File: config.mk
export PLATFORM = sky130hd
export DESIGN_NAME = universal_shift_register_flat
export DESIGN_NICKNAME = d
export VERILOG_FILES = /design/src/rtl/universal_shift_register_if.sv /design/src/rtl/universal_shift_register.sv /design/src/flat_wrapper.sv
export SDC_FILE = /design/constraint.sdc
export NUM_CORES = 1
export LEC_CHECK = 0
export ABC_AREA = 1
export CAP_MARGIN = 10
export CORE_AREA = 2 2 70 72
export CTS_CLUSTER_SIZE = 12
export DETAILED_ROUTE_END_ITERATION = 8
export DIE_AREA = 0 0 72 74
export HOLD_SLACK_MARGIN = 0.05
export PLACE_DENSITY_LB_ADDON = 0.12
export SLEW_MARGIN = 20
export SYNTH_ARGS = -nofsm -noshare
export SYNTH_HDL_FRONTEND = slang
export SYNTH_SLANG_ARGS = --single-unit
File: constraint.sdc
create_clock -name clk -period 3.5 [get_ports clk]
set_input_delay 0.7 -clock clk [delete_from_list [all_inputs] [get_ports clk]]
set_output_delay 0.7 -clock clk [all_outputs]
set_load 0.02 [all_outputs]
File: src/rtl/universal_shift_register_if.sv
// Command channel of the universal shift register: one command per valid/ready handshake.
interface universal_shift_register_if #(
  parameter int unsigned WIDTH = 8,
  parameter int unsigned CNT_W = 4
);
  logic             cmd_valid;
  logic             cmd_ready;
  logic [2:0]       cmd_op;
  logic [CNT_W-1:0] cmd_cnt;
  logic [WIDTH-1:0] load_data;

  modport master (
    output cmd_valid,
    output cmd_op,
    output cmd_cnt,
    output load_data,
    input  cmd_ready
  );

  modport slave (
    input  cmd_valid,
    input  cmd_op,
    input  cmd_cnt,
    input  load_data,
    output cmd_ready
  );
endinterface

File: src/rtl/universal_shift_register.sv
// Command-driven shift register: parallel load, logical/rotate/arithmetic shifts repeated
// cmd_cnt times at one bit per enabled cycle, with the exiting bit streamed on sout.
module universal_shift_register #(
  parameter int unsigned WIDTH = 8,
  parameter int unsigned CNT_W = 4
) (
  input  logic                        clk,
  input  logic                        rst,
  input  logic                        en,
  input  logic                        sin,
  universal_shift_register_if.slave   cmd,
  output logic [WIDTH-1:0]            q,
  output logic                        sout,
  output logic                        sout_valid,
  output logic                        busy,
  output logic                        done
);

  typedef enum logic [0:0] {StIdle, StShift} state_e;

  typedef enum logic [2:0] {
    OpNop  = 3'd0,
    OpLoad = 3'd1,
    OpShl  = 3'd2,
    OpShr  = 3'd3,
    OpRol  = 3'd4,
    OpRor  = 3'd5,
    OpAsr  = 3'd6,
    OpRsvd = 3'd7
  } op_e;

  state_e           state_q, state_d;
  op_e              op_q, op_d;
  logic [CNT_W-1:0] rem_q, rem_d;
  logic [WIDTH-1:0] q_q, q_d;
  logic             sout_q, sout_d;
  logic             sout_valid_q, sout_valid_d;
  logic             done_q, done_d;
  op_e              cmd_op;
  logic             accept;

  assign cmd_op        = op_e'(cmd.cmd_op);
  assign cmd.cmd_ready = (state_q == StIdle);
  assign accept        = cmd.cmd_valid && (state_q == StIdle);

  always_comb begin
    state_d      = state_q;
    op_d         = op_q;
    rem_d        = rem_q;
    q_d          = q_q;
    sout_d       = sout_q;
    sout_valid_d = 1'b0;
    done_d       = 1'b0;

    unique case (state_q)
      StIdle: begin
        if (accept) begin
          case (cmd_op)
            OpLoad: begin
              q_d    = cmd.load_data;
              done_d = 1'b1;
            end
            OpShl, OpShr, OpRol, OpRor, OpAsr: begin
              // A zero count completes immediately, like a NOP.
              if (cmd.cmd_cnt == '0) begin
                done_d = 1'b1;
              end else begin
                op_d    = cmd_op;
                rem_d   = cmd.cmd_cnt;
                state_d = StShift;
              end
            end
            default: done_d = 1'b1;
          endcase
        end
      end

      StShift: begin
        if (en) begin
          sout_valid_d = 1'b1;
          rem_d        = rem_q - CNT_W'(1);
          case (op_q)
            OpShl: begin
              q_d    = {q_q[WIDTH-2:0], sin};
              sout_d = q_q[WIDTH-1];
            end
            OpShr: begin
              q_d    = {sin, q_q[WIDTH-1:1]};
              sout_d = q_q[0];
            end
            OpRol: begin
              q_d    = {q_q[WIDTH-2:0], q_q[WIDTH-1]};
              sout_d = q_q[WIDTH-1];
            end
            OpRor: begin
              q_d    = {q_q[0], q_q[WIDTH-1:1]};
              sout_d = q_q[0];
            end
            OpAsr: begin
              q_d    = {q_q[WIDTH-1], q_q[WIDTH-1:1]};
              sout_d = q_q[0];
            end
            default: begin
              q_d    = q_q;
              sout_d = sout_q;
            end
          endcase
          if (rem_q == CNT_W'(1)) begin
            state_d = StIdle;
            done_d  = 1'b1;
          end
        end
      end

      default: state_d = StIdle;
    endcase
  end

  always_ff @(posedge clk) begin
    if (rst) begin
      state_q      <= StIdle;
      op_q         <= OpNop;
      rem_q        <= '0;
      q_q          <= '0;
      sout_q       <= 1'b0;
      sout_valid_q <= 1'b0;
      done_q       <= 1'b0;
    end else begin
      state_q      <= state_d;
      op_q         <= op_d;
      rem_q        <= rem_d;
      q_q          <= q_d;
      sout_q       <= sout_d;
      sout_valid_q <= sout_valid_d;
      done_q       <= done_d;
    end
  end

  assign q          = q_q;
  assign sout       = sout_q;
  assign sout_valid = sout_valid_q;
  assign busy       = (state_q == StShift);
  assign done       = done_q;

endmodule

File: src/flat_wrapper.sv
// flat-port wrapper written by rule: the top's interface ports become plain ports
module universal_shift_register_flat 
#(
  parameter int unsigned WIDTH = 8,
  parameter int unsigned CNT_W = 4
)
  (clk, rst, en, sin, q, sout, sout_valid, busy, done, cmd_cmd_valid, cmd_cmd_op, cmd_cmd_cnt, cmd_load_data, cmd_cmd_ready);
  universal_shift_register_if #(.WIDTH(WIDTH), .CNT_W(CNT_W)) cmd_i ();
  input  logic clk;
  input  logic rst;
  input  logic en;
  input  logic sin;
  output logic [WIDTH-1:0] q;
  output logic sout;
  output logic sout_valid;
  output logic busy;
  output logic done;
  input wire logic [$bits(cmd_i.cmd_valid)-1:0] cmd_cmd_valid;
  input wire logic [$bits(cmd_i.cmd_op)-1:0] cmd_cmd_op;
  input wire logic [$bits(cmd_i.cmd_cnt)-1:0] cmd_cmd_cnt;
  input wire logic [$bits(cmd_i.load_data)-1:0] cmd_load_data;
  output wire logic [$bits(cmd_i.cmd_ready)-1:0] cmd_cmd_ready;
  assign cmd_i.cmd_valid = cmd_cmd_valid;
  assign cmd_i.cmd_op = cmd_cmd_op;
  assign cmd_i.cmd_cnt = cmd_cmd_cnt;
  assign cmd_i.load_data = cmd_load_data;
  assign cmd_cmd_ready = cmd_i.cmd_ready;
  universal_shift_register #(.WIDTH(WIDTH), .CNT_W(CNT_W)) u_core (.clk(clk), .rst(rst), .en(en), .sin(sin), .cmd(cmd_i), .q(q), .sout(sout), .sout_valid(sout_valid), .busy(busy), .done(done));
endmodule
Word level (Yosys, flattened, before mapping)
Index checks and enable logic that the tools add are counted. Widths: inputs -> output; s select.

Register bits after elaboration: 19. Bits of input ports: 20. Output and inout bits: 13.

Add/sub/neg operators: 1. Eq/ne operators: 20. Mux-type cells: 24. Bitwise logic cells: 2. Reductions and logical operators: 12.

Operators with widths (count): $pmux 8 s5 (1); $mux 8 (3); $eq 3x3->1 const B (6); $mux 4 (4); $pmux 8 s2 (1); $eq 3x2->1 const B (4); $reduce_and 4->1 (3); $mux 1 (11); $pmux 4 s2 (1); $ne 2x1->1 const B (3); $ne 2x2->1 const B (3); $ne 6x6->1 const B (1); $pmux 1 s2 (3); $ne 5x5->1 const B (1); $reduce_and 5->1 (1); $reduce_or 5->1 (1); $eq 4x1->1 const B (1); $logic_not 4->1 (1); $reduce_or 2->1 (2); $sub 4x1->4 const B (1); $eq 3x1->1 const B (1); $reduce_and 3->1 (1); $reduce_or 3->1 (1); $not 1->1 (2); 2 further kinds (2).

Logic depth before layout (Yosys ltp)
Gate-level depths: netlist of the first run.

Word-level depth: 5. Gate-level depth with buffers: 10. Depth with buffers taken out: 9.

Least setup slack after synthesis of the first run
No wires, ideal clock.

Path kind: input to register. Start: in cmd_cmd_op[2]. End: reg u_core.q_q[0] (netlist: u_core.q[0]). Arrival time: 1.297 ns. Data required time: 3.384 ns. Setup slack: 2.087 ns. Stages: 8. Cells stage by stage: nor2_1 -> nand2_1 -> nand2_1 -> nand2_1 -> clkinv_2 -> nand2_8 -> nor2_1 -> a21oi_2.

Word-level cells in the longest chain between the ends: 3.

Ends and longest elaborated chain: start, declared (line flat_wrapper.sv:19) `input wire logic [$bits(cmd_i.cmd_op)-1:0] cmd_cmd_op;`; $eq 3x1->1 (line universal_shift_register.sv:58) `case (cmd_op)`; $ne 2x1->1 (no line); $reduce_and 4->1 (no line); end signal, assigned (line universal_shift_register.sv:132) `q_q <= q_d;`; end, declared (line universal_shift_register.sv:35) `logic [WIDTH-1:0] q_q, q_d;`.

No other way between the ends. A chain may end at the register's enable or synchronous reset.

Worst setup path in the final report of the first run
Start: reg u_core.state_q (netlist: u_core.busy). End: out cmd_cmd_ready.

Word-level cells in the longest chain between the ends: 1.

Ends and longest elaborated chain: start, declared (line universal_shift_register.sv:32) `state_e state_q, state_d;`; start signal, assigned (line universal_shift_register.sv:121) `state_q <= StIdle;`; start signal, assigned (line universal_shift_register.sv:129) `state_q <= state_d;`; $not 1->1 (no line); end, declared (line flat_wrapper.sv:22) `output wire logic [$bits(cmd_i.cmd_ready)-1:0] cmd_cmd_ready;`.

No other way between the ends.

==> results of run 1 <==
-- flip-flops by register name, summed over array words and instances (netlist names) --
signal	count
u_core.q	8
u_core.rem_q	4
u_core.op_q	3
u_core.busy	1
u_core.done	1
u_core.sout	1
u_core.sout_valid	1
-- area by class of cell --
type	instances	area, um^2
Multi-Input combinational cell	178	983
Inverter	25	113
Sequential cell	19	380
Fill cell	504	2680
Tap cell	54	67.6
Clock buffer	4	45.0
Timing Repair Buffer	33	328
-- synthesized netlist by cell type (all sizes together) --
| cell type | instances |
|---|---|
| nand3 | 30 |
| o21ai | 14 |
| ha | 2 |
| buf | 11 |
| clkinv | 1 |
| inv | 24 |
| xor2 | 1 |
| dfxtp | 19 |
| or2 | 6 |
| nand2 | 63 |
| nand4 | 20 |
| o31ai | 1 |
| nor2 | 24 |
| a21oi | 17 |
-- metrics by stage --
stage	std cells	hold slack, ns	total power [mW]
floorplan	233	0.460	0.437
global placement	309	0.461	0.508
detailed placement	309	0.463	0.505
CTS	313	0.475	0.663
global route	313	0.500	0.701
finish	313	0.476	0.653
-- where the power goes --
part | switching (mW) | leakage, nW | internal (mW)
Sequential | 0.0412 | 0.156 | 0.236
Combinational | 0.127 | 0.644 | 0.0942
Clock | 0.0742 | 0.0228 | 0.0809
-- per-layer routing --
metal  up-vias  global-route usage  share of wire
li1        828                   -              -
met1       711               0.215           0.48
met2        35               0.247           0.48
met3         2              0.0230          0.037
met4         0              0.0398         0.0059
met5         -                   0              0
-- placed cells by master, fill, tap and decap left out, types with 2 or more instances in the layout --
cell	netlist	routed
a21oi_1	9	9
a21oi_2	8	8
clkbuf_8	0	3
clkdlybuf4s50_1	0	32
dfxtp_1	19	19
ha_1	2	2
inv_1	18	18
inv_4	3	3
inv_6	2	2
nand2_1	55	55
nand2_2	2	2
nand2_4	5	5
nand3_1	27	27
nand3_2	2	2
nand4_1	19	19
nor2_1	21	21
nor2_4	2	2
o21ai_0	13	13
or2_2	6	6
-- worst reg2reg max path, cell delays in order (launching register included) --
cell,delay (ns)
dfxtp_1,0.92
nand2_1,0.39
nand3_1,0.18
nand3_1,0.12
nand2_1,0.10
a21oi_2,0.05
-- how the worst min path moves through the flow --
| stage | end | cells past startpoint | startpoint |
|---|---|---|---|
| after global routing | u_core.sout$_SDFFE_PP0P_ | 2 | u_core.sout$_SDFFE_PP0P_ |
| after global placement | u_core.sout$_SDFFE_PP0P_ | 2 | u_core.sout$_SDFFE_PP0P_ |
| after floorplan | u_core.rem_q[2]$_SDFFE_PP0P_ | 2 | u_core.rem_q[2]$_SDFFE_PP0P_ |
| after CTS | u_core.sout$_SDFFE_PP0P_ | 2 | u_core.sout$_SDFFE_PP0P_ |
| after detailed placement | u_core.sout$_SDFFE_PP0P_ | 2 | u_core.sout$_SDFFE_PP0P_ |
| final | u_core.sout$_SDFFE_PP0P_ | 2 | u_core.sout$_SDFFE_PP0P_ |
-- cells by family after synthesis --
kind of cell	after synthesis
xor gates and xnor gates	1
adders and majority gates	2
buffers and inverters	36
AOI/OAI and AO/OA	32
DFF	19
and+or+nand+nor	143
==> impl_metrics.json, run 1 <==
{
  "outcome": "finished clean",
  "drc": 0,
  "clock_sinks": 19,
  "report.final.hold_viol_count": 0,
  "cts-root-buf": "clkbuf_8",
  "cp_top_family": "buffers and inverters",
  "synth_area_leader_cell": "dfxtp_1",
  "cp_num_buf_inv": 3,
  "dr.pass1.iters": 4,
  "timing.slew.headroom": 0.390,
  "endpoint": "cmd_cmd_ready",
  "critPathRequiredTime_ns": 2.80,
  "routedWlPerCell_um": 12.5,
  "crit_path_max_incr_delay_ns": 0.55,
  "synth_top_family_by_area": "simple AND/OR/NAND/NOR gates",
  "syn2layout_area_growth_pct": 22.1,
  "tightest_slew_ns": 0.913,
  "tritoncts": "built",
  "drv_slew": 0,
  "grt_pass1_wl_um": 6530,
  "clk_latency_ns": 0.26,
  "cts-buffers-inserted": 3,
  "timing_worst_setup_path_type": "register to primary output",
  "die_h_um": 74,
  "antenna_cells": 0,
  "cts_resized": 0,
  "dp_slack_ns": 1.48,
  "hp-class": "register to register",
  "vias": 1576,
  "rows": 25,
  "dr.first_iter.drc_count": 136,
  "synth_fp_nets": 255,
  "cp-start-kind": "register",
  "drive_gt1_frac": 0.158,
  "ir_drop_mv": 0.140,
  "dp_hpwl_um": 2940,
  "io_pins": 33,
  "ys_seq_area_frac": 0.242,
  "cts_setup_buffers": 0,
  "syn_area_per_cell_um2": 6.74,
  "worst_r2r_endpoint": "u_core.q[2]$_SDFFE_PP0P_",
  "end_kind": "primary output",
  "crit_cells": 3,
  "crit_start": "u_core.busy$_SDFF_PP0_",
  "syn_inst": 233,
  "ant_nets": 0,
  "fmaxAchievable_mhz": 436,
  "clockBufferDepth": 2,
  "grt_max_degree": 28,
  "worst_r2r_path_depth": 5,
  "holdBufCountCts": 0,
  "cpMaxStageDelayCell": "clkdlybuf4s50_1",
  "htreeDepth": 1,
  "coreArea_um2": 4600,
  "routed_wl_um": 3900,
  "portBuffers": 32,
  "maxCapViolations": 0,
  "gp_congestion": 0.842,
  "antenna_found_initial": 0,
  "start_util": 0.341,
  "crit_chain": "buf_4, inv_2, clkdlybuf4s50_1",
  "rrSetupSlack_ns": 1.64,
  "layout_setup_ws_ns": 1.21,
  "final_cell_area_um2": 1920,
  "synthMuxAreaShare": 0,
  "syn-cell-area_um2": 1570,
  "skew_ns": 0.00472,
  "p_per_area_nw_per_um2": 341,
  "synth-simple-area-share": 0.480,
  "synth_top_area_frac": 0.242,
  "grt_usage": 0.153,
  "min_period_over_period": 0.656,
  "leakage_nw": 0.823,
  "rsz0062_at_grt": "false",
  "r2r_start": "u_core.op_q[2]$_SDFFE_PP0P_",
  "dieArea_um2": 5330,
  "synth-xor-area-share": 0.00558,
  "critPathArrivalTime_ns": 1.59,
  "synth_compound_area_frac": 0.125,
  "postLayoutCoreUtil": 0.417,
  "die_w_um": 72,
  "grt-ovfl-total": 0,
  "grt_pass1_vias": 1392,
  "period_needed_ns": 2.29,
  "final_nets": 282,
  "cp_max_fo": 27,
  "viasPerCell": 5.04,
  "tns_ns": 0,
  "place_area_um2": 1870,
  "synthTopCellsByArea": "dfxtp_1 24%, nand2_1 13%, nand3_1 8.6%, nand4_1 7.6%, nor2_1 5.0%",
  "yosysWarnings": 0,
  "cts.clk_slew.worst_paths_ns": 0.07,
  "ys_types": 29,
  "synth_fa_ha_area_frac": 0.0159,
  "setup_viol": 0,
  "ys_seq_elements": 19
}
Power figures use the tool's default switching activity.
==> run 2, diff against run 1 <==
- clock period: 3.5 -> 2.1 ns (I/O delays scaled with it)
==> run 2 against run 1 <==
Via count down 1.7%. Die area unchanged. Register-to-register slack worse by 1.0 ns. Sequential power rose by 59%. Flip-flop and latch count did not move. Critical endpoint is now q[3]. Largest power group unchanged.
==> impl_metrics.json, run 2 (synthesis results as in run 1) <==
{
  "outcome": "finished clean",
  "ant_nets": 0,
  "start_util": 0.341,
  "critPathArrivalTime_ns": 1.42,
  "antenna_found_initial": 0,
  "fmaxAchievable_mhz": 543,
  "cp_top_family": "buffers and inverters",
  "drc": 0,
  "setup_viol": 0,
  "routedWlPerCell_um": 12.2,
  "cp_max_fo": 7,
  "worst_r2r_path_depth": 9,
  "grt_max_degree": 26,
  "rrSetupSlack_ns": 0.59,
  "gp_congestion": 0.772,
  "hp-class": "register to register",
  "rows": 25,
  "syn2layout_area_growth_pct": 24.0,
  "final_cell_area_um2": 1950,
  "io_pins": 33,
  "tritoncts": "built",
  "viasPerCell": 4.89,
  "ir_drop_mv": 0.346,
  "report.final.hold_viol_count": 0,
  "drive_gt1_frac": 0.171,
  "largest_reg_flops": 8,
  "portBuffers": 32,
  "final_common_cell": "nand2_1",
  "end_kind": "primary output",
  "cts-buffers-inserted": 3,
  "crit_cells": 1,
  "cts.clk_slew.worst_paths_ns": 0.07,
  "tns_ns": 0,
  "final_nets": 286,
  "skew_ns": 0.00257,
  "period_needed_ns": 1.84,
  "tightest_slew_ns": 0.436,
  "min_path_cells": 2,
  "timing_worst_setup_path_type": "register to primary output",
  "critPathRequiredTime_ns": 1.68,
  "antenna_cells": 0,
  "die_w_um": 72,
  "min_to": "u_core.sout$_SDFFE_PP0P_",
  "die_h_um": 74,
  "htreeDepth": 1,
  "grt_pass1_wl_um": 6640,
  "clk_latency_ns": 0.25,
  "leakage_nw": 0.844,
  "final_cell_mix": "55 x nand2_1, 32 x clkdlybuf4s50_1, 27 x nand3_1, 21 x nor2_1",
  "cts_resized": 0,
  "clock_sinks": 19,
  "place_area_um2": 1900,
  "report.power.total_mw": 1.09,
  "cp_num_buf_inv": 1,
  "routed_wl_um": 3860,
  "cpMaxStageDelayCell": "clkdlybuf4s50_1",
  "crit_chain": "clkdlybuf4s50_1",
  "min_period_over_period": 0.878,
  "dr.first_iter.drc_count": 65,
  "grt_pass1_vias": 1376,
  "grt-ovfl-total": 0,
  "clockBufferDepth": 2,
  "crit_path_max_incr_delay_ns": 0.67,
  "min_from": "u_core.sout$_SDFFE_PP0P_",
  "dp_hpwl_um": 2990,
  "timing.slew.headroom": 0.709,
  "coreArea_um2": 4600,
  "holdWs_ns": 0.490,
  "rsz0062_at_grt": "false",
  "dp_slack_ns": 0.379,
  "dr.pass1.iters": 4,
  "cts_setup_buffers": 0,
  "vias": 1549,
  "dieArea_um2": 5330,
  "r2r_start": "u_core.busy$_SDFF_PP0_",
  "p_per_area_nw_per_um2": 561,
  "holdBufCountCts": 0,
  "cp-start-kind": "register",
  "worst_r2r_endpoint": "u_core.q[3]$_SDFFE_PP0P_",
  "drv_slew": 0,
  "grt_usage": 0.156,
  "layout_setup_ws_ns": 0.257,
  "maxCapViolations": 0,
  "cts-root-buf": "clkbuf_8"
}
## run 2: cell count changes in the layout (fill, tap and decap cells not counted)
cell / change
buf_4: +4
## run 2: worst max path at each step
stage | from | end | slack (ns)
floorplan | u_core.busy$_SDFF_PP0_ | u_core.q[0]$_SDFFE_PP0P_ | 0.81
global placement | cmd_cmd_op[2] | u_core.rem_q[1]$_SDFFE_PP0P_ | 0.38
detailed placement | cmd_cmd_op[2] | u_core.rem_q[3]$_SDFFE_PP0P_ | 0.38
CTS | u_core.q[3]$_SDFFE_PP0P_ | q[3] | 0.26
global route | u_core.q[4]$_SDFFE_PP0P_ | q[4] | 0.21
finish | u_core.q[3]$_SDFFE_PP0P_ | q[3] | 0.26
## run 2: area by class of cell
type                       count  area, um^2
fill                         510        2650
inverter                      25         113
tap                           54        67.6
timing repair buffer          37         358
multi-input combinational    178         983
sequential                    19         380
clock buffer                   4        45.0
## run 2: routing by layer
metal  part of all wire  global-route usage
met1               0.50               0.229
met2               0.46               0.241
met3              0.026              0.0217
met4             0.0073              0.0440
met5                  0                   0
## run 2: power breakdown
part | switching, mW | internal (mW)
Sequential | 0.0476 | 0.393
Combinational | 0.234 | 0.165
Clock | 0.117 | 0.135
## run 2: stage by stage
| stage | utilization | instances |
|---|---|---|
| 2_1_floorplan | - | 233 |
| 3_3_place_gp | 0.414 | 313 |
| 3_5_place_dp | 0.414 | 313 |
| 4_1_cts | 0.423 | 317 |
| 5_1_grt | 0.423 | 317 |
| 6_report | 0.423 | 317 |
